==> src/rtl/itch_pkg.sv <==
// Shared constants and types for the ITCH decoder-to-order-book message path.
package itch_pkg;

    localparam int unsigned NUM_SRC = 6;

    localparam int unsigned SRC_ADD     = 0;
    localparam int unsigned SRC_CANCEL  = 1;
    localparam int unsigned SRC_DELETE  = 2;
    localparam int unsigned SRC_REPLACE = 3;
    localparam int unsigned SRC_EXEC    = 4;
    localparam int unsigned SRC_TRADE   = 5;

    localparam logic [7:0] TYPE_ADD     = 8'h41; // 'A'
    localparam logic [7:0] TYPE_CANCEL  = 8'h58; // 'X'
    localparam logic [7:0] TYPE_DELETE  = 8'h44; // 'D'
    localparam logic [7:0] TYPE_REPLACE = 8'h55; // 'U'
    localparam logic [7:0] TYPE_EXEC    = 8'h45; // 'E'
    localparam logic [7:0] TYPE_TRADE   = 8'h50; // 'P'

    typedef logic [2:0] src_idx_t;

    // Index following g, wrapping modulo n.
    function automatic src_idx_t wrap_inc(input src_idx_t g, input int unsigned n);
        return (32'(g) + 32'd1 >= n) ? src_idx_t'(0) : g + 3'd1;
    endfunction

endpackage

==> src/rtl/itch_msg_arbiter_if.sv <==
// Decoder completion inputs and the merged valid/ready message output.
interface itch_msg_arbiter_if #(
    parameter int unsigned NUM_SRC = 6,
    parameter int unsigned SEQ_W   = 16
);
    import itch_pkg::*;

    logic [NUM_SRC-1:0]      src_valid;
    logic [NUM_SRC-1:0][7:0] src_type;
    logic                    out_valid;
    logic                    out_ready;
    src_idx_t                out_src;
    logic [7:0]              out_type;
    logic [SEQ_W-1:0]        out_seq;

    modport master (
        output src_valid, src_type, out_ready,
        input  out_valid, out_src, out_type, out_seq
    );

    modport slave (
        input  src_valid, src_type, out_ready,
        output out_valid, out_src, out_type, out_seq
    );

endinterface

==> src/rtl/rr_arbiter.sv <==
// Combinational N-way round-robin picker; the search starts at ptr_i and wraps.
module rr_arbiter
    import itch_pkg::*;
#(
    parameter int unsigned N = 6
) (
    input  logic [N-1:0] req_i,
    input  src_idx_t     ptr_i,
    output logic         grant_valid_o,
    output src_idx_t     grant_idx_o
);

    always_comb begin
        int unsigned idx;
        src_idx_t    sel;
        grant_valid_o = 1'b0;
        grant_idx_o   = '0;
        idx           = 0;
        sel           = '0;
        for (int unsigned k = 0; k < N; k++) begin
            idx = 32'(ptr_i) + k;
            if (idx >= N) begin
                idx = idx - N;
            end
            sel = src_idx_t'(idx);
            if (!grant_valid_o && req_i[sel]) begin
                grant_valid_o = 1'b1;
                grant_idx_o   = sel;
            end
        end
    end

endmodule

==> src/rtl/itch_msg_arbiter.sv <==
// Merges per-type ITCH decoder pulses through one-deep slots into a sequenced
// valid/ready stream; collisions on an occupied slot are dropped and counted.
module itch_msg_arbiter #(
    parameter int unsigned NUM_SRC = itch_pkg::NUM_SRC,
    parameter int unsigned SEQ_W   = 16,
    parameter int unsigned CNT_W   = 16
) (
    input  logic               clk,
    input  logic               rst_n,
    itch_msg_arbiter_if.slave  bus,
    input  logic               clr_stats,
    output logic [CNT_W-1:0]   drop_cnt,
    output logic [NUM_SRC-1:0] ovf_flags
);
    import itch_pkg::*;

    logic [NUM_SRC-1:0]      pend_v_q;
    logic [NUM_SRC-1:0][7:0] pend_type_q;
    logic                    out_valid_q;
    src_idx_t                out_src_q;
    logic [7:0]              out_type_q;
    logic [SEQ_W-1:0]        out_seq_q;
    logic [SEQ_W-1:0]        seq_ctr_q;
    src_idx_t                rr_ptr_q;
    logic [CNT_W-1:0]        drop_cnt_q, drop_cnt_d;
    logic [NUM_SRC-1:0]      ovf_q;

    logic               load, grant_valid, grant;
    src_idx_t           grant_idx;
    logic [NUM_SRC-1:0] grant_oh, accept, drop;
    logic [CNT_W:0]     drop_sum;

    rr_arbiter #(
        .N (NUM_SRC)
    ) u_rr (
        .req_i         (pend_v_q),
        .ptr_i         (rr_ptr_q),
        .grant_valid_o (grant_valid),
        .grant_idx_o   (grant_idx)
    );

    always_comb begin
        load     = !out_valid_q || bus.out_ready;
        grant    = load && grant_valid;
        grant_oh = '0;
        if (grant) begin
            grant_oh[grant_idx] = 1'b1;
        end
        // A slot being drained this cycle can take a new arrival.
        accept     = bus.src_valid & (~pend_v_q | grant_oh);
        drop       = bus.src_valid & ~accept;
        drop_sum   = {1'b0, drop_cnt_q} + (CNT_W+1)'($countones(drop));
        drop_cnt_d = drop_sum[CNT_W] ? '1 : drop_sum[CNT_W-1:0];
    end

    always_ff @(posedge clk or negedge rst_n) begin
        if (!rst_n) begin
            pend_v_q    <= '0;
            pend_type_q <= '0;
            out_valid_q <= 1'b0;
            out_src_q   <= '0;
            out_type_q  <= '0;
            out_seq_q   <= '0;
            seq_ctr_q   <= '0;
            rr_ptr_q    <= '0;
            drop_cnt_q  <= '0;
            ovf_q       <= '0;
        end else begin
            pend_v_q <= (pend_v_q & ~grant_oh) | accept;
            for (int i = 0; i < NUM_SRC; i++) begin
                if (accept[i]) begin
                    pend_type_q[i] <= bus.src_type[i];
                end
            end
            if (load) begin
                out_valid_q <= grant_valid;
            end
            if (grant) begin
                out_src_q  <= grant_idx;
                out_type_q <= pend_type_q[grant_idx];
                out_seq_q  <= seq_ctr_q;
                seq_ctr_q  <= seq_ctr_q + SEQ_W'(1);
                rr_ptr_q   <= wrap_inc(grant_idx, NUM_SRC);
            end
            if (clr_stats) begin
                drop_cnt_q <= '0;
                ovf_q      <= '0;
            end else begin
                drop_cnt_q <= drop_cnt_d;
                ovf_q      <= ovf_q | drop;
            end
        end
    end

    assign bus.out_valid = out_valid_q;
    assign bus.out_src   = out_src_q;
    assign bus.out_type  = out_type_q;
    assign bus.out_seq   = out_seq_q;
    assign drop_cnt      = drop_cnt_q;
    assign ovf_flags     = ovf_q;

endmodule

==> src/flat_wrapper.sv <==
// flat-port wrapper written by rule: the top's interface ports become plain ports
module itch_msg_arbiter_flat import itch_pkg::*;
#(
    parameter int unsigned NUM_SRC = itch_pkg::NUM_SRC,
    parameter int unsigned SEQ_W   = 16,
    parameter int unsigned CNT_W   = 16
)
  (clk, rst_n, clr_stats, drop_cnt, ovf_flags, bus_src_valid, bus_src_type, bus_out_ready, bus_out_valid, bus_out_src, bus_out_type, bus_out_seq);
  itch_msg_arbiter_if #(.NUM_SRC(NUM_SRC), .SEQ_W(SEQ_W)) bus_i ();
  input  logic clk;
  input  logic rst_n;
  input  logic clr_stats;
  output logic [CNT_W-1:0] drop_cnt;
  output logic [NUM_SRC-1:0] ovf_flags;
  input wire logic [$bits(bus_i.src_valid)-1:0] bus_src_valid;
  input wire logic [$bits(bus_i.src_type)-1:0] bus_src_type;
  input wire logic [$bits(bus_i.out_ready)-1:0] bus_out_ready;
  output wire logic [$bits(bus_i.out_valid)-1:0] bus_out_valid;
  output wire logic [$bits(bus_i.out_src)-1:0] bus_out_src;
  output wire logic [$bits(bus_i.out_type)-1:0] bus_out_type;
  output wire logic [$bits(bus_i.out_seq)-1:0] bus_out_seq;
  assign bus_i.src_valid = bus_src_valid;
  assign bus_i.src_type = bus_src_type;
  assign bus_i.out_ready = bus_out_ready;
  assign bus_out_valid = bus_i.out_valid;
  assign bus_out_src = bus_i.out_src;
  assign bus_out_type = bus_i.out_type;
  assign bus_out_seq = bus_i.out_seq;
  itch_msg_arbiter #(.NUM_SRC(NUM_SRC), .SEQ_W(SEQ_W), .CNT_W(CNT_W)) u_core (.clk(clk), .rst_n(rst_n), .bus(bus_i), .clr_stats(clr_stats), .drop_cnt(drop_cnt), .ovf_flags(ovf_flags));
endmodule
==> config.mk <==
export PLATFORM = sky130hd
export DESIGN_NAME = itch_msg_arbiter_flat
export DESIGN_NICKNAME = d
export VERILOG_FILES = /design/src/rtl/itch_pkg.sv /design/src/rtl/itch_msg_arbiter_if.sv /design/src/rtl/rr_arbiter.sv /design/src/rtl/itch_msg_arbiter.sv /design/src/flat_wrapper.sv
export SDC_FILE = /design/constraint.sdc
export NUM_CORES = 1
export LEC_CHECK = 0
export CAP_MARGIN = 20
export CORE_ASPECT_RATIO = 2
export CORE_MARGIN = 2
export CORE_UTILIZATION = 35
export CTS_BUF_LIST = sky130_fd_sc_hd__clkbuf_4 sky130_fd_sc_hd__clkbuf_8 sky130_fd_sc_hd__clkbuf_16
export CTS_CLUSTER_SIZE = 16
export DETAILED_ROUTE_END_ITERATION = 10
export GPL_TIMING_DRIVEN = 1
export PLACE_DENSITY = 0.66
export SYNTH_ARGS = -nofsm -noshare
export SYNTH_HDL_FRONTEND = slang
export SYNTH_HIERARCHICAL = 1
export SYNTH_SLANG_ARGS = --single-unit
==> constraint.sdc <==
create_clock -name clk -period 9.8 [get_ports clk]
set_input_delay 1.96 -clock clk [delete_from_list [all_inputs] [get_ports clk]]
set_output_delay 1.96 -clock clk [all_outputs]
set_load 0.02 [all_outputs]
# After elaboration in Yosys (flattened, before gate mapping)
# Cells that the tools add are included.
[totals]
reg_bits = 123
out_inout_bits = 50
word_cells = 112
[classes]
n_addsub = 20
order_cmp = 15
muxes = 39
n_bitwise = 9
n_reduce_logical = 14
[op_table]
columns = ["operator", "n"]
rows = [
  ["2-to-1 mux 3 bit", 13],
  ["adder 17 bit", 2],
  [">= comparator 32 x 3 -> 1 bit, second input constant", 1],
  ["2-to-1 mux 16 bit", 2],
  ["< comparator 3 x 4 -> 1 bit, second input constant", 7],
  ["binary-select mux 8 bit (select 3 bit)", 1],
  [">= comparator 4 x 3 -> 1 bit, second input constant", 5],
  ["bitwise AND 6 bit", 3],
  ["binary-select mux 1 bit (select 3 bit)", 6],
  ["inverter 6 bit", 3],
  ["OR 6 bit", 3],
  ["subtractor 3 bit, second input constant", 6],
  ["adder 16 x 17 -> 17 bit", 1],
  ["adder 16 x 1 -> 16 bit, second input constant", 1],
  ["2-to-1 mux 1 bit", 13],
  ["2-to-1 mux 6 bit", 2],
  ["adder 3 x 1 -> 4 bit, second input constant", 2],
  ["adder 3 x 2 -> 4 bit, second input constant", 2],
  ["adder 3 x 3 -> 4 bit, second input constant", 2],
  ["2-to-1 mux 8 bit", 1],
  ["logical AND 1 bit", 7],
  ["adder 1 x 1 -> 2 bit", 3],
  ["logical NOT 1 bit", 6],
  ["adder 3 x 1 -> 3 bit, second input constant", 1],
  ["4 further kinds", 4],
]

# Logic depth before layout (Yosys ltp)
# Gate-level depths: netlist of run 1.
[logic_depth]
word_depth = 35
depth_mapped = 25
mapped_depth_nobuf = 20

# Cells and area by module
# The synthesis of run 1 kept the hierarchy.
[modules_own_cells]
columns = ["mod", "n_inst", "cells_each", "area_per_inst_um2", "seq_area_each_um2"]
rows = [
  ["itch_msg_arbiter", 1, 422, 5447.7, 3078.0],
  ["rr_arbiter", 1, 109, 848.3, 0.0],
]

# Worst setup path before layout of run 1
# Ideal clock, no wire load.
[synth_path]
kind = "reg-to-reg"
startpoint = "reg u_core.rr_ptr_q[0]"
endpoint = "reg u_core.drop_cnt_q[10] (netlist: u_core/drop_cnt[10])"
t_arrival_ns = 6.045
path_slack_ns = 3.618
path_stages_with_launch = 24
path_buffers = 4
period_less_slack_ns = 6.182
path_cell_list = "dfrtp_1 -> buf_6 -> buf_8 -> inv_1 -> ha_1 -> buf_2 -> or2_1 -> a31oi_1 -> mux2i_1 -> mux2_2 -> and4b_1 -> o31a_1 -> or2_2 -> o41ai_1 -> nor2_1 -> fa_1 -> fa_1 -> fa_1 -> fa_1 -> a21oi_1 -> nor4b_1 -> nand2_1 -> clkbuf_1 -> a21oi_1"
[synth_between]
elab_chain_len = 35
[synth_lines]
columns = ["item", "line", "text"]
rows = [
  ["from (decl)", "itch_msg_arbiter.sv:24", "src_idx_t rr_ptr_q;"],
  ["from (signal assigned)", "itch_msg_arbiter.sv:83", "rr_ptr_q <= wrap_inc(grant_idx, NUM_SRC);"],
  ["branches (longest 19 deep; another with adder 3 x 1 -> 4 bit)", "--", ""],
  ["2-to-1 mux 3 bit *", "rr_arbiter.sv:26", "if (!grant_valid_o && req_i[sel]) begin"],
  ["named net u_core.grant_idx[0]", "itch_msg_arbiter.sv:29", "src_idx_t grant_idx;"],
  ["< comparator 3 x 4 -> 1 bit (not written as such) / >= comparator 3 x 1 -> 1 bit (equally long branches)", "itch_msg_arbiter.sv:47", "grant_oh[grant_idx] = 1'b1;"],
  ["logical AND 1 bit (not written as such)", "itch_msg_arbiter.sv:47", ""],
  ["2-to-1 mux 1 bit (not written as such)", "itch_msg_arbiter.sv:47", ""],
  ["demux 1 bit (select 3 bit) *", "--", ""],
  ["2-to-1 mux 6 bit *", "itch_msg_arbiter.sv:46", "if (grant) begin"],
  ["(+2 left out)", "--", ""],
  ["inverter 6 bit *", "itch_msg_arbiter.sv:51", "drop = bus.src_valid & ~accept;"],
  ["bitwise AND 6 bit *", "itch_msg_arbiter.sv:51", ""],
  ["adder 1 x 1 -> 2 bit (not written as such)", "itch_msg_arbiter.sv:52", "drop_sum = {1'b0, drop_cnt_q} + (CNT_W+1)'($countones(drop));"],
  ["adder 17 bit (not written as such)", "itch_msg_arbiter.sv:52", ""],
  ["adder 17 bit (not written as such) *", "itch_msg_arbiter.sv:52", ""],
  ["adder 16 x 17 -> 17 bit *", "itch_msg_arbiter.sv:52", ""],
  ["2-to-1 mux 16 bit *", "itch_msg_arbiter.sv:53", "drop_cnt_d = drop_sum[CNT_W] ? '1 : drop_sum[CNT_W-1:0];"],
  ["2-to-1 mux 16 bit *", "itch_msg_arbiter.sv:85", "if (clr_stats) begin"],
  ["to (signal assigned)", "itch_msg_arbiter.sv:89", "drop_cnt_q <= drop_cnt_d;"],
  ["to (decl)", "itch_msg_arbiter.sv:25", "logic [CNT_W-1:0] drop_cnt_q, drop_cnt_d;"],
]
# Mark *: on every way through the listed nets, which the timed path passes. The select of a mux whose other input is x is not followed.
# A chain may end at the register's enable or synchronous reset.

# Worst setup path in the final report of run 1
[layout_path]
startpoint = "reg u_core.rr_ptr_q[0]"
endpoint = "reg u_core.drop_cnt_q[14] (netlist: u_core/drop_cnt[14])"
# Same word-level chain as after synthesis.

==> results of run 1 <==
worst max-delay path: stages (launching register included):
cell     delay [ns]
dfrtp_1        0.85
inv_1          0.17
ha_1           0.67
or2_1          0.21
a21oi_1        0.08
a31oi_1        0.30
mux2i_1        0.13
mux2_2         0.30
and4b_1        0.22
o31a_1         0.28
buf_4          0.24
or2_2          0.34
o41ai_1        0.44
nor2_1         0.15
fa_1           0.53
fa_1           0.53
fa_1           0.47
fa_1           0.43
a21oi_1        0.28
nor4b_1        0.12
nand2_1        0.41
a31oi_1        0.17
cells in the mapped netlist, types with 5 or more instances:
cell / number / share of area (%)
clkbuf_1: 11 / 0.66
and3_1: 7 / 0.70
xnor2_1: 24 / 3.3
a31oi_1: 5 / 0.50
mux2i_1: 8 / 1.3
mux4_2: 7 / 2.5
nor2b_1: 7 / 0.70
o21ba_2: 5 / 0.79
nand2_1: 46 / 2.7
a21oi_1: 25 / 2.0
ha_1: 14 / 2.8
inv_1: 19 / 1.1
nand4_1: 9 / 0.89
nand2b_1: 5 / 0.50
dfrtp_1: 123 / 49
nand3_1: 11 / 0.87
mux2_2: 74 / 13
nor2_1: 15 / 0.89
nor3_1: 5 / 0.40
o21ai_0: 16 / 1.3
a22oi_1: 7 / 0.83
xor2_1: 8 / 1.1
layer usage:
layer	GRT usage, %	vias up
li1	-	2144
met1	17.5	2357
met2	32.5	150
met3	3.50	51
met4	9.13	0
met5	0	-
state kept, by name, indices dropped and copies added, names as in the netlist:
signal / flops
u_core/rr_ptr_q: 3
u_core/bus.out_seq: 16
u_core/seq_ctr_q: 16
u_core/bus.out_type: 8
u_core/pend_type_q: 48
u_core/ovf_flags: 6
u_core/bus.out_src: 3
u_core/drop_cnt: 16
u_core/pend_v_q: 6
u_core/bus.out_valid: 1
stage by stage:
step | utilization (%) | std cells
after global routing | 46.3 | 869
after floorplan | - | 531
final | 46.3 | 869
after CTS | 46.3 | 869
after detailed placement | 42.7 | 837
after global placement | 42.7 | 836
logic make-up after synthesis:
family	Yosys count
AOI/OAI and AO/OA	95
and+or+nand+nor	130
muxes	93
adders and majority gates	18
xor gates and xnor gates	32
buffers and inverters	40
DFF	123
cell type report:
cell class,instances,area [µm²],share of cell area [%]
Clock buffer,18,439,5.36
Clock inverter,14,193,2.35
Inverter,20,75.1,0.917
Multi-Input combinational cell,368,3030,37.0
Sequential cell,123,3080,37.6
Tap cell,213,267,3.25
Timing Repair Buffer,113,1110,13.6
power breakdown:
part	leakage (nW)	switching (mW)	internal, mW
clock network	0.314	0.230	0.433
logic	1.65	0.740	0.684
registers	1.54	0.130	0.684
placed cells by master, fill, tap and decap left out, types with 6 or more instances in the layout:
cell type,synthesis,layout
and3_1,7,7
nor2b_1,7,7
xor2_1,8,8
nand2_1,46,46
inv_1,19,19
dfrtp_1,123,123
a22oi_1,7,7
nor2_1,15,15
xnor2_1,24,24
clkdlybuf4s50_1,0,106
mux2_2,74,74
mux4_2,7,7
ha_1,14,14
clkbuf_16,0,17
a21oi_1,25,25
nand4_1,9,9
buf_4,1,6
mux2i_1,8,8
nand3_1,11,11
o21ai_0,16,16
worst paths after layout:
path                                     endpoint  slack, ns  cells after the start
min reg2reg                 u_core/bus.out_src[0]       0.48                      2
min                         u_core/bus.out_src[0]       0.48                      2
max                           u_core/drop_cnt[14]       2.32                     21
max in group asynchronous  u_core/pend_type_q[16]       6.87                      2
max reg2reg                   u_core/drop_cnt[14]       2.32                     21
min in group asynchronous      u_core/drop_cnt[6]       1.66                      1
==> results.py, run 1 <==
metrics = {
    "die": {
        "dieHeight_um": 194,
        "dieArea_um2": 19100,
        "die_w_um": 98.8,
        "pin_count": 108,
        "core_um2": 17700,
        "initial_utilization_pct": 35.6,
        "num_rows": 69,
    },
    "sta": {
        "fin_crit_sh_pct": 76.3,
        "finalCriticalPeriod_ns": 7.48,
        "setup_viol": 0,
        "tightest_slew_ns": 0.896,
        "hold_slack_ns": 0.480,
        "hold_viol_final": 0,
        "rsz0062_at_grt": "false",
        "fin_setup_tns_ns": 0,
        "max_freq_ghz": 0.134,
        "maxSlewViolCount": 0,
        "maxSlewHeadroom_pct": 40.3,
        "fin_skew_ns": 0.00524,
        "setup_ws_ns": 2.32,
    },
    "clock_network": {
        "cts-root-buf": "clkbuf_16",
        "ctsHoldBuffers": 0,
        "cts_buffer_depth": 2,
        "clock_latency_ns": 0.41,
        "cts_htree_levels": 4,
        "numCtsBuffers": 17,
        "tritoncts": "done",
        "post_cts_buffers": 0,
        "cts_resized": 0,
        "cts.clk_slew.worst_paths_ns": 0.06,
        "cts.sinks": 123,
    },
    "critical_path": {
        "crit_path_start": "u_core/rr_ptr_q[0]",
        "reg2reg_from": "u_core/rr_ptr_q[0]",
        "required_ns": 10.05,
        "crit_path_end_kind": "flip-flop",
        "worstPathArrival_ns": 7.73,
        "startpoint_type": "flip-flop",
        "cp_max_fo": 23,
        "critPathKind": "flip-flop to flip-flop",
    },
    "drt": {
        "wl_met1_um": 5690,
        "wl_met3_um": 550,
        "avgViaCountPerCell": 5.41,
        "dr_wl_met2_um": 9590,
        "firstDrtPassIters": 6,
        "vias": 4702,
        "postRouteAntennaNets": 0,
        "maxUsedRoutingLayer": "met4",
        "drt_iter0_drc": 232,
        "routed_wl_um": 16500,
        "route.detailed.drc": 0,
        "post_drt_wl_per_cell_um": 19.0,
    },
    "yosys": {
        "synth_adder_area_share_pct": 4.05,
        "synth-edff-count": 0,
        "synthFlopType": "dfrtp_1",
        "synth_cells": 531,
        "synth_xor_area_share_pct": 4.45,
        "synth_mux_area_share_pct": 17.8,
        "ys_async_sr_fraction_pct": 100,
        "synth_top_family_by_area": "multiplexers",
        "ys_types": 70,
        "yosys_warnings": 6,
        "synth_compound_area_share_pct": 10.8,
        "ys_seq_area_share_pct": 48.9,
        "synth.net_count": 607,
        "syn_avg_cell_area_um2": 11.9,
        "syn_area_um2": 6300,
        "yosys.area_share.simple_pct": 11.0,
        "synth_seq_cells": 123,
    },
    "power": {
        "finalPower_mw": 2.90,
        "power.leakage_nw": 3.50,
        "peakVddDrop_uv": 162,
        "power_per_cell_area_nw_per_um2": 354,
    },
    "finish": {
        "fin_nets": 719,
        "drive_gt1_share_pct": 21.2,
        "fin_area_um2": 8190,
        "area_growth_pct": 30.1,
        "n_antenna_cell": 0,
        "nFillCells": 1578,
    },
    "place": {
        "post-place-ws_ns": 2.46,
        "hpwlAfterDp_um": 12300,
        "port_buffers": 107,
        "placed_area_um2": 7560,
        "gp_congestion": 0.900,
    },
    "global_routing": {
        "antenna_found_initial": 0,
        "grt_pass1_wl_um": 26100,
        "grt_max_degree": 71,
        "grtUsageTotal_pct": 17.4,
        "grt_pass1_vias": 5088,
        "grt_overflow_total": 0,
    },
    "worst_hold_path": {
        "min_path_type": "flip-flop to flip-flop",
        "holdCritStartpoint": "u_core/bus.out_src[0]",
    },
    "outcome": {
        "status": "complete, no violations",
    },
    "run": {
        "maxCapViolations": 0,
    },
}
(Power assumes the default switching activity.)
==> run 2: changes to the inputs <==
--- a/config.mk
+++ b/config.mk
@@ -13,7 +13,7 @@
 export CTS_CLUSTER_SIZE = 16
 export DETAILED_ROUTE_END_ITERATION = 10
 export GPL_TIMING_DRIVEN = 1
-export PLACE_DENSITY = 0.66
+export PLACE_DENSITY = 0.68
 export SYNTH_ARGS = -nofsm -noshare
 export SYNTH_HDL_FRONTEND = slang
 export SYNTH_HIERARCHICAL = 1
==> constraint.sdc (replaced) <==
create_clock -name clk -period 6.6 [get_ports clk]
set_input_delay 1.32 -clock clk [delete_from_list [all_inputs] [get_ports clk]]
set_output_delay 1.32 -clock clk [all_outputs]
set_load 0.02 [all_outputs]
==> results.py, run 2 (synthesized netlist as in run 1, its figures left out) <==
metrics = {
    "critical_path": {
        "required_ns": 6.86,
        "crit_path_end_kind": "flip-flop",
        "worstPathArrival_ns": 6.52,
        "critPathKind": "flip-flop to flip-flop",
        "startpoint_type": "flip-flop",
        "crit_path_start": "u_core/rr_ptr_q[1]",
        "cp_max_fo": 15,
        "reg2reg_from": "u_core/rr_ptr_q[1]",
    },
    "global_routing": {
        "grt_pass1_vias": 4929,
        "grt_max_degree": 73,
        "grt_pass1_wl_um": 25800,
        "grtUsageTotal_pct": 17.3,
        "grt_overflow_total": 0,
        "antenna_found_initial": 1,
    },
    "outcome": {
        "status": "complete, no violations",
    },
    "finish": {
        "nFillCells": 1575,
        "drive_gt1_share_pct": 22.9,
        "final_common_cell": "dfrtp_1",
        "largest-register": "u_core/pend_type_q",
        "regArea_um2": 3080,
        "area_growth_pct": 31.0,
        "most-common-layout-cells": "dfrtp_1, clkdlybuf4s50_1, mux2_2, nand2_1, a21oi_1",
        "multiInputGateArea_um2": 3070,
        "fin_nets": 722,
        "largest_reg_flops": 48,
    },
    "sta": {
        "maxSlewViolCount": 0,
        "fin_crit_sh_pct": 94.8,
        "hold_viol_final": 0,
        "maxSlewHeadroom_pct": 39.3,
        "max_freq_ghz": 0.160,
        "setup_viol": 0,
        "fin_setup_tns_ns": 0,
        "finalCriticalPeriod_ns": 6.26,
        "tightest_slew_ns": 0.910,
        "fin_skew_ns": 0.0132,
    },
    "clock_network": {
        "cts_buffer_depth": 2,
        "ctsHoldBuffers": 0,
        "cts_resized": 1,
        "post_cts_buffers": 0,
        "cts_htree_levels": 4,
        "cts.clk_slew.worst_paths_ns": 0.06,
        "numCtsBuffers": 17,
        "cts-root-buf": "clkbuf_16",
        "cts.sinks": 123,
        "tritoncts": "done",
        "clock_latency_ns": 0.42,
    },
    "drt": {
        "post_drt_wl_per_cell_um": 18.8,
        "routed_wl_um": 16400,
        "avgViaCountPerCell": 5.33,
        "vias": 4652,
        "drt_iter0_drc": 196,
        "postRouteAntennaNets": 0,
        "firstDrtPassIters": 4,
        "route.detailed.drc": 0,
    },
    "run": {
        "maxCapViolations": 0,
    },
    "place": {
        "gp_congestion": 0.949,
        "hpwlAfterDp_um": 12500,
        "port_buffers": 107,
    },
    "power": {
        "power.leakage_nw": 3.50,
        "peakVddDrop_uv": 255,
        "power_per_cell_area_nw_per_um2": 524,
        "finalPower_mw": 4.32,
    },
    "die": {
        "core_um2": 17700,
        "initial_utilization_pct": 35.6,
        "pin_count": 108,
        "dieArea_um2": 19100,
        "die_w_um": 98.8,
        "num_rows": 69,
        "dieHeight_um": 194,
    },
    "worst_hold_path": {
        "holdCritStartpoint": "u_core/seq_ctr_q[15]",
        "min_path_type": "flip-flop to flip-flop",
    },
}
## run 2: cell types whose count changed in the layout (fill, tap and decap cells not counted), sizes merged
| cell | delta |
|---|---|
| clkinvlp | +4 |
| buf | +2 |
| clkinv | -6 |
| clkbuf | +3 |
| bufinv | -1 |
| inv | +1 |
| diode | +1 |
## run 2: worst max-delay path, stage by stage (launching register included)
cell and delay (ns):
dfrtp_2 0.46, inv_1 0.12, ha_1 0.36, nor2b_1 0.09, or4_4 0.45, a211o_1 0.35, o311ai_2 0.15, nand2_1 0.14
and3_1 0.21, o31a_1 0.25, or2_2 0.32, o41ai_2 0.30, nor2_1 0.13, fa_1 0.52, fa_1 0.52, fa_1 0.48
fa_1 0.45, a21oi_1 0.30, nor4b_2 0.13, nand2_2 0.26, a21oi_1 0.12
## run 2: per-layer routing
layer	wire length (µm)	GRT usage [%]	up-vias	share of wire, %
met5	0	0	-	0
met1	5750	17.0	2361	35
li1	-	-	2143	-
met2	9670	33.5	123	59
met4	426	7.97	0	2.6
met3	522	3.46	25	3.2
## run 2: area by class of cell
cell class / count / share of cell area (%)
repair buffers: 116 / 13.7
clock inverters: 12 / 1.94
clock buffers: 20 / 5.66
well taps: 213 / 3.23
flip-flops and latches: 123 / 37.3
diodes: 1 / 0.0303
inverters: 20 / 0.910
multi-input cells: 368 / 37.2
## run 2: where the power goes
group	internal, mW	switching, mW
logic	1.04	1.12
clock network	0.627	0.350
registers	1.02	0.168
total	2.68	1.64
## run 2: final timing paths
kind                            slack, ns                     end  cells past startpoint
worst max-delay path                 0.34      u_core/drop_cnt[5]                     20
worst min-delay path                 0.48    u_core/seq_ctr_q[15]                      1
worst max register to register       0.34      u_core/drop_cnt[5]                     20
worst min register to register       0.48    u_core/seq_ctr_q[15]                      1
max in group asynchronous            4.27  u_core/pend_type_q[15]                      2
min in group asynchronous            0.93      u_core/drop_cnt[5]                      1
## run 2: metrics by stage
step / cell area [µm²] / hold WS, ns / setup WS, ns / utilization [%] / instances
after floorplan: 6300 / 0.442 / 0.418 / - / 531
after global placement: 7570 / 0.470 / 0.331 / 42.8 / 839
after detailed placement: 7570 / 0.471 / -0.0186 / 42.8 / 839
after CTS: 8200 / 0.483 / 0.0378 / 46.4 / 871
after global routing: 8250 / 0.493 / -0.00385 / 46.6 / 873
final: 8250 / 0.480 / 0.341 / 46.6 / 873
==> run 3: changes to the inputs <==
--- a/config.mk
+++ b/config.mk
@@ -10,7 +10,7 @@
 export CORE_MARGIN = 2
 export CORE_UTILIZATION = 35
 export CTS_BUF_LIST = sky130_fd_sc_hd__clkbuf_4 sky130_fd_sc_hd__clkbuf_8 sky130_fd_sc_hd__clkbuf_16
-export CTS_CLUSTER_SIZE = 16
+export CTS_CLUSTER_SIZE = 40
 export DETAILED_ROUTE_END_ITERATION = 10
 export GPL_TIMING_DRIVEN = 1
 export PLACE_DENSITY = 0.68
==> results of run 3 <==
Final layout, timing and power as in run 2 (identical DEF).
==> RTL change 1: new RTL, flow settings as in run 2 <==
Reset style: synchronous (`rst_n`), changed in one clocked block.
--- a/src/rtl/itch_msg_arbiter.sv
+++ b/src/rtl/itch_msg_arbiter.sv
@@ -54,5 +54,5 @@
     end
 
-    always_ff @(posedge clk or negedge rst_n) begin
+    always_ff @(posedge clk) begin
         if (!rst_n) begin
             pend_v_q    <= '0;
Function: differs if rst_n is asserted again (counterexample within 4 cycles, from zero or initial values and one cycle with rst_n low); with rst_n held inactive, the same outputs for 4 cycles.
==> RTL change 1 against run 2 <==
Sequential cell count is the same. Largest cell class is now multi-input gates. Area after synthesis increased by 1.9%. Highest routed layer unchanged. Setup slack improved by 69 ps. Die area grew 1.8%. Final area is 0.39% lower. Utilization decreased by 1.3 points. Routed wire length is 4.3% higher. Fmax is 1.1% higher. Synthesized cell count increased by 43%. Non-clock buffer count up 1. First-iteration DRC count rose by 8.2%. Power fell by 11%.
==> RTL change 1: results (changes against run 2) <==
Global routing
The global-route usage over all layers is 17.8% (+0.49 points). The global-route wire length before repair is 27.3 mm (+6.0%). The via count of the first global-routing pass is 5493 (+11%). The number of antenna violations at the first check in global routing is 0 (-1). The pin count of the biggest net entering global routing was 69 (-5.5%).

STA
The setup violation total in the final timing report is 0 (unchanged). The clock tree skew after final layout is 9.53 ps (-3.63 ps). The headroom to the max-slew limit came to 23.1% (-16 points).

Yosys
Among all flip-flop cells after synthesis, the most frequent one is dfxtp_1. Counting instances in the post-synthesis netlist gives the leading cell types as nand2_1, dfxtp_1, mux2i_1. The synthesized instance count is 759 (+43%). The fraction of registers with async set or reset after synthesis is 0% (-100 points). The unique cell type count in the Yosys netlist was 68 (-2.9%). The sequential element share of the synthesized area is 38.4% (-11 points). By area the synthesized netlist is led by dfxtp_1, mux2i_1, nand2_1.

The number of warnings printed during yosys synthesis was 6 (unchanged). The total nets after synthesis came to 835 (+38%).

Min path
The worst hold path belongs to the class flip-flop to flip-flop.

Setup path
The peak fanout along the critical path is 13 (-2). The signal arrival time at the worst endpoint was 6520 ps (about the same).

Finish
The final layout net count was 923 (+28%). The flip-flop count of the largest register after layout is 48 (unchanged). The top register by number of flip-flops is u_core/pend_type_q. The proportion of layout cells with a drive suffix above 1 came to 7.91% (-15 points). The count of antenna diodes in the layout came to 0 (-1). The number of non-filler instances in the completed layout is 1076 (+23%).

Placed design
The total placed cells including tap cells is 1043 (+24%). The port buffer count is 107 (unchanged). The routability-driven placement congestion ratio was 0.911 (-4.1%). The HPWL after detailed placement was 12.9 mm (+3.2%). The worst setup slack before clock tree synthesis is 282 ps (+300 ps).

Power and ir drop
The maximum vdd ir drop is 0.000218 V (-14%). The static power due to leakage is 0.00304 µW (-13%).

Routing
The total via count in the routed design is 5633 (+21%). The number of iterations in the first detailed-routing pass is 5 (+1). The average wire per cell in the routed design is 15.9 µm (-15%). The initial detailed-routing violation count is 212 (+8.2%).

CTS
The latest clock arrival within the worst-skew pair is 420 ps (about the same). In this run the clock root is driven by a clkbuf_16. The register clock-pin slew on the reported worst setup and hold paths was 60 ps (about the same). The worst-case clock buffer depth is 2 (unchanged). The TritonCTS buffer count was 17 (unchanged). The count of H-tree levels built during CTS came to 4 (unchanged).

Run status
The flow ran to the end, and the final reports show no timing, DRC or antenna violations.
==> RTL change 1: cell families (layout without fill, tap and decap cells) <==
group | after synthesis | in the layout | synth area share, %
buffers and inverters | 65 | 166 | 4.97
XOR/XNOR | 20 | 20 | 2.73
AND/OR/NAND/NOR | 307 | 307 | 23.1
multiplexers | 77 | 77 | 12.2
AO/OA/AOI/OAI | 149 | 149 | 14.7
adder cells (fa/ha/maj) | 18 | 18 | 3.98
flip-flops | 123 | 123 | 38.4
==> RTL change 1: final cells by class <==
cell class                 instances  area [µm²]
clock inverter                    14         181
multi-input combinational        571        3660
timing repair buffer             117        1140
sequential                       123        2460
clock buffer                      18         439
inverter                          17        63.8
fill                            1777        9910
tap                              216         270
==> RTL change 1: worst paths after layout <==
check                                     startpoint                                  to  slack (ps)  cells past startpoint
setup reg to reg     u_core/rr_ptr_q[1]$_SDFFE_PN0P_      u_core/drop_cnt[11]$_SDFF_PP0_         410                     22
hold / removal    u_core/bus.out_seq[9]$_SDFFE_PN0P_  u_core/bus.out_seq[9]$_SDFFE_PN0P_         450                      2
hold reg to reg   u_core/bus.out_seq[9]$_SDFFE_PN0P_  u_core/bus.out_seq[9]$_SDFFE_PN0P_         450                      2
setup / recovery     u_core/rr_ptr_q[1]$_SDFFE_PN0P_      u_core/drop_cnt[11]$_SDFF_PP0_         410                     22
==> RTL change 1: critical path: stages (launching register included) <==
cell and delay, ps:
dfxtp_1 510, inv_1 160, ha_1 300, a21oi_2 320
mux2_1 210, o21ai_2 70, a211oi_4 370, mux2_1 350
o211a_1 220, o2bb2ai_2 160, inv_1 80, o41a_1 450
and2_1 190, fa_1 510, inv_1 50, fa_1 460
fa_1 400, inv_1 90, fa_1 210, a21oi_1 130
nor4_4 440, nand3_4 230, a21oi_1 180
==> RTL change 1: routing by layer <==
layer,share of wire (%),global-route usage (%)
met4,5.0,10.1
met1,36,17.1
met3,2.9,3.40
met5,0,0
met2,56,34.0
==> RTL change 1: report_power, final <==
| part | internal (µW) | leakage (µW) | switching (µW) |
|---|---|---|---|
| clock | 611 | 0.000291 | 369 |
| combinational | 778 | 0.00175 | 1150 |
| sequential | 849 | 0.00100 | 71.3 |
| total | 2240 | 0.00304 | 1590 |
==> RTL change 1: through the flow <==
step / hold WS, ps / area [µm²] / utilization (%)
finish: 452 / 8220 / 45.3
global route: 471 / 8220 / 45.3
CTS: 456 / 8200 / 45.2
detailed placement: 447 / 7580 / 41.8
global placement: 442 / 7580 / 41.8
floorplan: 434 / 6420 / -
==> RTL change 1: repair_timing <==
| action | 4_1_cts | 5_1_grt |
|---|---|---|
| setup endpoints to repair | 0 | 13 |
| resized for setup | 0 | 2 |
| setup buffers | 0 | 0 |
==> RTL change 2: new RTL, config.mk and constraints of run 2 <==
Without the edit above. `NUM_SRC` is set to 6 in 2 places; all go to 8.
--- a/src/rtl/itch_pkg.sv
+++ b/src/rtl/itch_pkg.sv
@@ -2,5 +2,5 @@
 package itch_pkg;
 
-    localparam int unsigned NUM_SRC = 6;
+    localparam int unsigned NUM_SRC = 8;
 
     localparam int unsigned SRC_ADD     = 0;
--- a/src/rtl/itch_msg_arbiter_if.sv
+++ b/src/rtl/itch_msg_arbiter_if.sv
@@ -1,5 +1,5 @@
 // Decoder completion inputs and the merged valid/ready message output.
 interface itch_msg_arbiter_if #(
-    parameter int unsigned NUM_SRC = 6,
+    parameter int unsigned NUM_SRC = 8,
     parameter int unsigned SEQ_W   = 16
 );
Interface: changed (resized bus_src_type, bus_src_valid and ovf_flags); port bits go from 108 to 128. No check against the original RTL was run, so the function may have changed too.
==> RTL change 2 against run 2 <==
Sequential power increased by 20%. Combinational power increased by 3%. Routed wire length increased by 19%. Non-clock buffer count increased by 44. Setup slack got worse by 340 ps. Clock power increased by 2%. Critical path depth increased by 4. Final area increased by 18%. Power increased by 7.4%. Sequential cell count increased by 20. Area after synthesis increased by 15%. Critical endpoint is now u_core/drop_cnt[7]$_DFF_PN0_. Largest power group unchanged.
==> RTL change 2: results (changes against run 2) <==
Placed design
The routability-driven placement congestion ratio is 0.933 (-1.7%). The HPWL after detailed placement is 14.5 mm (+16%). The port buffer count is 127 (+19%).

CTS
The worst-case clock buffer depth was 2 (unchanged). The number of buffers added to fix hold violations after cts is 0 (unchanged). The latest clock arrival within the worst-skew pair is 420 ps (about the same). The TritonCTS buffer count is 17 (unchanged).

The cell chosen for the clock root is clkbuf_16. The count of H-tree levels built during CTS came to 4 (unchanged). Clock-pin slew was measured on the worst setup and hold paths at 70 ps.

Global routing
The pin count of the biggest net entering global routing is 87 (+19%). The global-route wire length before repair is 30.4 mm (+18%). The via count of the first global-routing pass is 5567 (+13%). The global-route usage over all layers is 18.3% (+0.98 points). The number of antenna violations at the first check in global routing came to 0 (-1).

Min path
The worst hold path begins at u_core/seq_ctr_q[15]$_DFFE_PN0P_. In this run the worst hold path is classified as flip-flop to flip-flop. The worst-case hold path end point is u_core/seq_ctr_q[15]$_DFFE_PN0P_. The cell depth of the worst hold path came to 1 (unchanged).

Yosys
The flip-flop cell with the highest count after synthesis is dfrtp_1. Ranked by instance count, the synthesized netlist is headed by dfrtp_1, mux2_2, nand2_1. The fraction of registers with async set or reset after synthesis is 100% (unchanged). After synthesis, the cell types taking the most area are dfrtp_1, mux2_2, mux4_2.

The sequential element share of the synthesized area is 49.5% (+0.65 points). The total nets after synthesis came to 685 (+13%). The unique cell type count in the Yosys netlist is 60 (-14%). The number of warnings printed during yosys synthesis was 6 (unchanged).

Finish
The final layout net count is 843 (+17%). The count of antenna diodes in the layout is 0 (-1). The flip-flop count of the largest register after layout is 64 (+33%).

The proportion of layout cells with a drive suffix above 1 is 25.9% (+3.0 points). u_core/pend_type_q holds more flip-flops than any other register. The filler cell count in the final layout is 1859 (+18%).

STA
The tightest hold margin is 481 ps (+1.17 ps). The transition at the pin with the smallest max-transition slack is 914 ps (+3.30 ps). The clock tree skew after final layout came to 6.90 ps (-6.26 ps).

Setup path
The critical path ends at u_core/drop_cnt[7]$_DFF_PN0_. The signal arrival time at the worst endpoint came to 6850 ps (+330 ps). The slack of the worst reg-to-reg path is 5 ps (-340 ps). The number of cells on the worst reg-to-reg path is 24 (+20%). The worst setup path is launched from a flip-flop. The worst register-to-register path begins at u_core/rr_ptr_q[0]$_DFFE_PN0P_. The peak fanout along the critical path was 12 (-3).

Routing
The number of iterations in the first detailed-routing pass came to 5 (+1). The detailed-route vias per instance came to 5.25 (-1.6%). The average wire per cell in the routed design is 18.9 µm (+0.70%). The initial detailed-routing violation count was 204 (+4.1%).

Power and ir drop
The internal power of the cells is 2930 µW (+9.1%). The static power due to leakage came to 0.00412 µW (+18%). The maximum vdd ir drop is 0.000214 V (-16%).

Run status
The flow ran to the end, and the final reports show no timing, DRC or antenna violations.
[RTL change 2: cell count changes after synthesis, moves of 8 or more]
cell	before	now
dfrtp_1	123	143
mux2_1	3	16
nor2_1	15	23
mux4_2	7	22
xnor2_1	24	15
nand2_1	46	57
mux2i_1	8	19
[RTL change 2: logic make-up after synthesis]
kind of cell,Yosys count,share of synthesized area (%)
AND/OR/NAND/NOR,157,10.9
flip-flops,143,49.5
multiplexers,127,23.0
AO/OA/AOI/OAI,79,7.53
buffers and inverters,49,3.00
XOR/XNOR,24,2.91
adder cells (fa/ha/maj),15,3.12
[RTL change 2: area by class of cell]
cell class / instances / area (µm²) / share of cell area, %
Sequential cell: 143 / 3580 / 36.6
Clock buffer: 17 / 425 / 4.35
Multi-Input combinational cell: 402 / 3590 / 36.8
Clock inverter: 15 / 194 / 1.98
Inverter: 28 / 109 / 1.11
Tap cell: 266 / 333 / 3.41
Timing Repair Buffer: 160 / 1540 / 15.8
[RTL change 2: layer usage]
metal / global-route usage, % / up-vias / routed length (µm)
li1: - / 2486 / -
met1: 18.7 / 2692 / 6810
met2: 34.0 / 176 / 10900
met3: 3.02 / 54 / 723
met4: 10.9 / 0 / 1010
met5: 0 / - / 0
[RTL change 2: what timing repair did]
item,CTS,global route
pin swaps,4,12
setup buffers,1,10
endpoints found under the setup margin,12,16
gates resized for setup,0,18
cloned,0,0
[RTL change 2: per-stage QoR]
stage | setup WS, ps | cell area, µm² | instances | TNS (ps) | utilization [%]
2_1_floorplan | -101 | 7310 | 594 | -1030 | -
3_3_place_gp | 61.5 | 8980 | 988 | 0 | 44.1
3_5_place_dp | -74.4 | 8980 | 988 | -391 | 44.1
4_1_cts | 7.65 | 9610 | 1021 | 0 | 47.2
5_1_grt | -192 | 9770 | 1031 | -2620 | 48.0
6_report | 4.93 | 9770 | 1031 | 0 | 48.0
[RTL change 2: power groups by stage]
stage,sequential [µW],clock (µW),combinational [µW]
floorplan,1430,0,1460
global placement,1420,0,2110
detailed placement,1430,0,2150
CTS,1420,1020,2150
global route,1460,1050,2410
finish,1420,991,2230
[RTL change 2: critical path, cell delays in order, from the launching register on]
cell and delay [ps]:
dfrtp_1 390, clkinvlp_4 120, ha_4 350, mux2_4 310
mux4_2 480, and3_4 160, a31oi_1 120, or4b_4 470
a221oi_2 260, o22ai_2 150, or2_4 290, o41ai_4 250
nor2_2 90, fa_1 490, inv_1 50, fa_1 480
inv_1 50, fa_1 480, fa_2 410, fa_2 430
nand3_4 100, a211oi_4 80, nand4_1 170, buf_12 150
a31oi_1 90
